--- src/rtl/delay_pulse_gen_pkg.sv ---
// Shared definitions for the delay-pulse launch path and related timing blocks.
package delay_pulse_gen_pkg;

    typedef enum logic [1:0] {
        IDLE  = 2'd0,
        DELAY = 2'd1,
        PULSE = 2'd2
    } state_t;

    localparam int DW_DEFAULT      = 8;
    localparam int PULSE_W_DEFAULT = 4;

    // Width of a counter that must hold values 0..pulse_w
    function automatic int width_cnt_bits(input int pulse_w);
        return $clog2(pulse_w + 1);
    endfunction

endpackage

--- src/rtl/delay_pulse_gen_down_counter.sv ---
// Loadable saturating down-counter with zero flag; reusable by other timing blocks.
module delay_down_counter #(
    parameter int W = 8
) (
    input  logic         clk,
    input  logic         rst_n,
    input  logic         load,
    input  logic [W-1:0] load_val,
    input  logic         dec,
    output logic [W-1:0] value,
    output logic         zero
);

    // Load has priority; decrement stops at zero so the counter never wraps
    always_ff @(posedge clk or negedge rst_n) begin
        if (!rst_n) begin
            value <= '0;
        end else if (load) begin
            value <= load_val;
        end else if (dec && (value != '0)) begin
            value <= value - W'(1);
        end
    end

    // Zero flag decoded from the registered count
    always_comb begin
        zero = (value == '0);
    end

endmodule

--- src/rtl/delay_pulse_gen.sv ---
// Programmable delay-pulse generator: counts a sampled delay down, then emits a
// fixed-width pulse; optionally re-launches with the held delay.
// The repeat input is named repeat_en because "repeat" is a reserved word.
module delay_pulse_gen
    import delay_pulse_gen_pkg::*;
#(
    parameter int DW      = DW_DEFAULT,
    parameter int PULSE_W = PULSE_W_DEFAULT
) (
    input  logic          clk,
    input  logic          rst_n,
    input  logic          ena,
    input  logic          start,
    input  logic          repeat_en,
    input  logic [DW-1:0] delay,
    output logic          pulse_out,
    output logic          busy,
    output logic          done,
    output logic [DW-1:0] cycles
);

    localparam int WW = width_cnt_bits(PULSE_W);

    state_t        state;
    logic [DW-1:0] delay_q;
    logic [WW-1:0] width_cnt;

    logic          cnt_load;
    logic [DW-1:0] cnt_load_val;
    logic          cnt_dec;
    logic          cnt_zero;

    // Counter control: load on accept/relaunch, clear on abort, count down in DELAY
    always_comb begin
        cnt_load     = 1'b0;
        cnt_load_val = '0;
        cnt_dec      = 1'b0;
        if (!ena) begin
            cnt_load     = 1'b1;
            cnt_load_val = '0;
        end else begin
            case (state)
                IDLE: begin
                    if (start) begin
                        cnt_load     = 1'b1;
                        cnt_load_val = delay;
                    end
                end
                DELAY: begin
                    cnt_dec = !cnt_zero;
                end
                PULSE: begin
                    if ((width_cnt == '0) && repeat_en) begin
                        cnt_load     = 1'b1;
                        cnt_load_val = delay_q;
                    end
                end
                default: begin
                    cnt_dec = 1'b0;
                end
            endcase
        end
    end

    delay_down_counter #(
        .W(DW)
    ) u_down_counter (
        .clk      (clk),
        .rst_n    (rst_n),
        .load     (cnt_load),
        .load_val (cnt_load_val),
        .dec      (cnt_dec),
        .value    (cycles),
        .zero     (cnt_zero)
    );

    // Control FSM with registered pulse/busy/done and pulse-width counter
    always_ff @(posedge clk or negedge rst_n) begin
        if (!rst_n) begin
            state     <= IDLE;
            pulse_out <= 1'b0;
            busy      <= 1'b0;
            done      <= 1'b0;
            delay_q   <= '0;
            width_cnt <= '0;
        end else begin
            done <= 1'b0;
            if (!ena) begin
                state     <= IDLE;
                pulse_out <= 1'b0;
                busy      <= 1'b0;
            end else begin
                case (state)
                    IDLE: begin
                        if (start) begin
                            state   <= DELAY;
                            delay_q <= delay;
                            busy    <= 1'b1;
                        end
                    end
                    DELAY: begin
                        if (cnt_zero) begin
                            state     <= PULSE;
                            pulse_out <= 1'b1;
                            width_cnt <= WW'(PULSE_W - 1);
                        end
                    end
                    PULSE: begin
                        if (width_cnt == '0) begin
                            pulse_out <= 1'b0;
                            done      <= 1'b1;
                            if (repeat_en) begin
                                state <= DELAY;
                            end else begin
                                state <= IDLE;
                                busy  <= 1'b0;
                            end
                        end else begin
                            width_cnt <= width_cnt - WW'(1);
                        end
                    end
                    default: begin
                        state <= IDLE;
                    end
                endcase
            end
        end
    end

endmodule
--- config.mk ---
export PLATFORM = sky130hd
export DESIGN_NAME = delay_pulse_gen
export DESIGN_NICKNAME = d
export VERILOG_FILES = /design/src/rtl/delay_pulse_gen_pkg.sv /design/src/rtl/delay_pulse_gen_down_counter.sv /design/src/rtl/delay_pulse_gen.sv
export SDC_FILE = /design/constraint.sdc
export NUM_CORES = 1
export LEC_CHECK = 0
export CAP_MARGIN = 25
export CORE_MARGIN = 10
export CORE_UTILIZATION = 53
export CTS_CLUSTER_DIAMETER = 30
export DETAILED_ROUTE_END_ITERATION = 10
export GPL_ROUTABILITY_DRIVEN = 0
export PLACE_DENSITY_LB_ADDON = 0.3
export SYNTH_ARGS = -nofsm -noshare
export SYNTH_HDL_FRONTEND = slang
export SYNTH_SLANG_ARGS = --single-unit
--- constraint.sdc ---
create_clock -name clk -period 1.8 [get_ports clk]
set_input_delay 0.27 -clock clk [delete_from_list [all_inputs] [get_ports clk]]
set_output_delay 0.27 -clock clk [all_outputs]
set_load 0.05 [all_outputs]
==> metrics.md <==
| Metric | Value |
|---|---|
| Outcome | finished clean |
| First-pass GRT wire length | roughly 6000 um |
| Fin nets | between 150 and 200 |
| Crit-path max FO | 1 |
| Clock network latency to the later pin of the worst-skew pair | slightly above 300 ps |
| GRT Total Usage | around an eighth |
| Final Core Density | between 60 and 70% |
| Ys flop type | dfrtp_1 |
| Mean Syn Cell Area | 11.62 um^2 |
| Internal power | 1591 uW |
| Fillers | ~200 |
| Vias in the first global route | about 1.2k |
| LEAKAGE | 0.0008771 uW |
| Area growth from synthesis to layout | 25.39% |
| Ys Warns | 0 |
| PnR worst setup slack | a little over 80 ps |
| Place WS | -101.3 ps |
| Total power | ~2900 uW |
| Clock skew | around 3.7 ps |
| Commonest cells after routing, fill and taps aside | buf_4, dfrtp_1, clkdlybuf4s50_1, nor2_1 |
| CTS Buf Count | 3 |
| Metal-1 WL | 1579 um |
| Via Count | roughly 1.2k |
| Worst endpoint required time | between 1500 and 2000 ps |
| TritonCTS Sinks | 24 |
| DR pass1 iterations | 4 |
| Wire length per cell | between 15 and 20 um |
| Final hold viol count | 0 |
| Antenna violations before repair | 0 |
| I/O Buffers | 23 |
| Grt ovf | 0 |
| Cells on worst reg2reg path | 6 |
| Worst slew pin tran | 496.6 ps |
| Routed wl met2 | around 1800 um |
| Clk slew on worst S/H paths | around 140 ps |
| CTS Buffer Depth | 2 |
| Relative slew slack | 66.79% |
| Critical path class | reg2out |
| Total Wirelength | 3616 um |
| Sequential share of the synthesized area | between 30 and 40% |
| # diodes | 0 |
| Worst path depth | 1 |
| Switch Pwr | 1329 uW |
| Detailed Route Iter0 Violations | 85 |
| Reg2reg start | width_cnt[0]$_DFFE_PN0P_ |
| Asr flop ratio synth | between 90% and 100% |
| Fmax achieved | ~580 MHz |
| Worst path arrival time | between 1000 and 1500 ps |
| H-tree Lvls | 1 |
| Startpoint Class | flip-flop |
| Worst IR Drop VDD | 1.306 mV |
| Final worst path period share | between 90% and 100% |
| R2r endpoint | u_down_counter.value[5]$_DFFE_PN0P_ |
| Core Area | roughly 2800 um^2 |
| Slowest CP cell | clkdlybuf4s50_1 |
| IO Count | 24 |
| WL met3 | 245 um |
| Delay-heaviest family, CP | buffers and inverters |
| Area leader, netlist | dfrtp_1 |
| Cell count after synthesis | 131 |
| Mapped cell area | 1523 um^2 |
| Row cnt | 19 |
| Initial core utilization | a little under three fifths |
| Syn nets | about 150 |
| Crit path launch | done$_DFF_PN0_ |
| Post-DRT Antenna Nets | 0 |
| Synth top area share | approximately two fifths |
| Comb power frac | between 50% and 60% |
| Clock power share | 9.9% |
| Top cells by area, synth | dfrtp_1, mux2_2, a221oi_2, a32o_2, buf_6 |
| RSZ-0062 raised after global routing | no |
| Switching share of power | between 40% and 50% |
| CP bufs+invs | 1 |
| Fin. max-slew vios | 0 |
| Synth cell types | 50 |
| Crit-path cells | clkdlybuf4s50_1 |
| CTS tree | built |
| DRC | 0 |
| Max Used Layer | met4 |
| Die X | around 74 um |
| Number of synthesized flops with an enable pin | 0 |
| HPWL Detailed | around 2700 um |
| Reg power frac | 32.1% |
| Reg2reg setup slack | 90 ps |
| Die height | about 74 um |
| Worst Setup End Kind | output port |
| Post-route minimum period | around 1700 ps |
| Routed vias/inst | 6.094 |
| #FFs+latches synth | 24 |
| Slowest stage delay, CP | a little under 800 ps |
| Pwr Density | between 1500 and 2000 nW/um^2 |
| Largest net degree at the start of global routing | 25 |
| Max_cap viols | 0 |
| Hold WC Path Type | in2async |
| Die area | 5417 um^2 |
| CTS root buf | clkbuf_4 |
| Most common cell after layout, fill and taps aside | buf_4 |
| Share of cells above drive strength 1 | approximately 43% |
| Final hold slack | 297.2 ps |
| Endpoints failing setup | 0 |
-- kinds of logic (layout without fill, tap and decap cells) --
kind of cell             count (synthesis)  in the layout  share of synthesized area (%)
AND/OR/NAND/NOR                         40             40                          18.33
AO/OA/AOI/OAI                           37             38                          23.91
flip-flops                              24             24                          39.44
buffers and inverters                   16             55                          7.724
multiplexers                            10             10                          7.313
adder cells (fa/ha/maj)                  4              4                          3.287
-- how the worst max path moves through the flow --
| stage | slack (ps) | endpoint |
|---|---|---|
| 5_1_grt | 9 | u_down_counter.value[5]$_DFFE_PN0P_ |
| 3_5_place_dp | -100 | u_down_counter.value[5]$_DFFE_PN0P_ |
| 3_3_place_gp | -30 | u_down_counter.value[5]$_DFFE_PN0P_ |
| 6_report | 80 | done |
| 2_1_floorplan | 2 | u_down_counter.value[6]$_DFFE_PN0P_ |
| 4_1_cts | 20 | u_down_counter.value[6]$_DFFE_PN0P_ |
-- registers in the layout, summed over array words and instances (netlist names) --
name and count:
state 2, busy 1, done 1, u_down_counter.value 8, width_cnt 3, pulse_out 1, delay_q 8
-- timing repair --
action                                  in CTS  in global routing
gates resized for setup                      0                  7
hold buffers                                 0                  0
endpoints found under the setup margin       0                  8
buffers inserted                             0                  2
-- metrics by stage --
stage               cell area [um^2]  std cells  TNS, ps
global route                    1909        202        0
floorplan                       1525        131        0
finish                          1909        202        0
global placement                1813        195   -141.7
detailed placement              1813        195   -661.4
CTS                             1849        199        0
-- metal layers --
metal	vias up	GRT usage (%)
met2	34	22.44
met4	0	2.899
met1	611	16.55
met3	4	3.096
met5	-	0
li1	582	-
-- synthesized netlist by cell type (2+ instances only) --
cell and number:
a21oi_2 2, mux2_2 9, a221oi_2 4, o22ai_1 3, o21ai_0 2, o22a_1 2, nand2_1 3, inv_1 9
dfrtp_1 24, and3_1 3, buf_6 5, nand3_1 3, a32o_2 5, o221a_1 2, nor2_1 11, a21oi_1 3
nor3_1 4, nand2b_4 2, ha_1 4
-- layout make-up --
type,count,area (um^2),area share [%]
inverters,9,33.78,1.769
multi-input cells,92,844.6,44.23
clock buffers,4,36.28,1.900
flip-flops and latches,24,604.3,31.65
well taps,31,38.79,2.031
repair buffers,42,351.6,18.41
-- power by group through the flow --
| stage | sequential [uW] | combinational [uW] | clock, uW |
|---|---|---|---|
| floorplan | 1200 | 847 | 0 |
| global placement | 932 | 1520 | 0 |
| detailed placement | 944 | 1560 | 0 |
| CTS | 930 | 1570 | 303 |
| global route | 967 | 1830 | 319 |
| finish | 938 | 1690 | 288 |
Power figures use the tool's default switching activity.
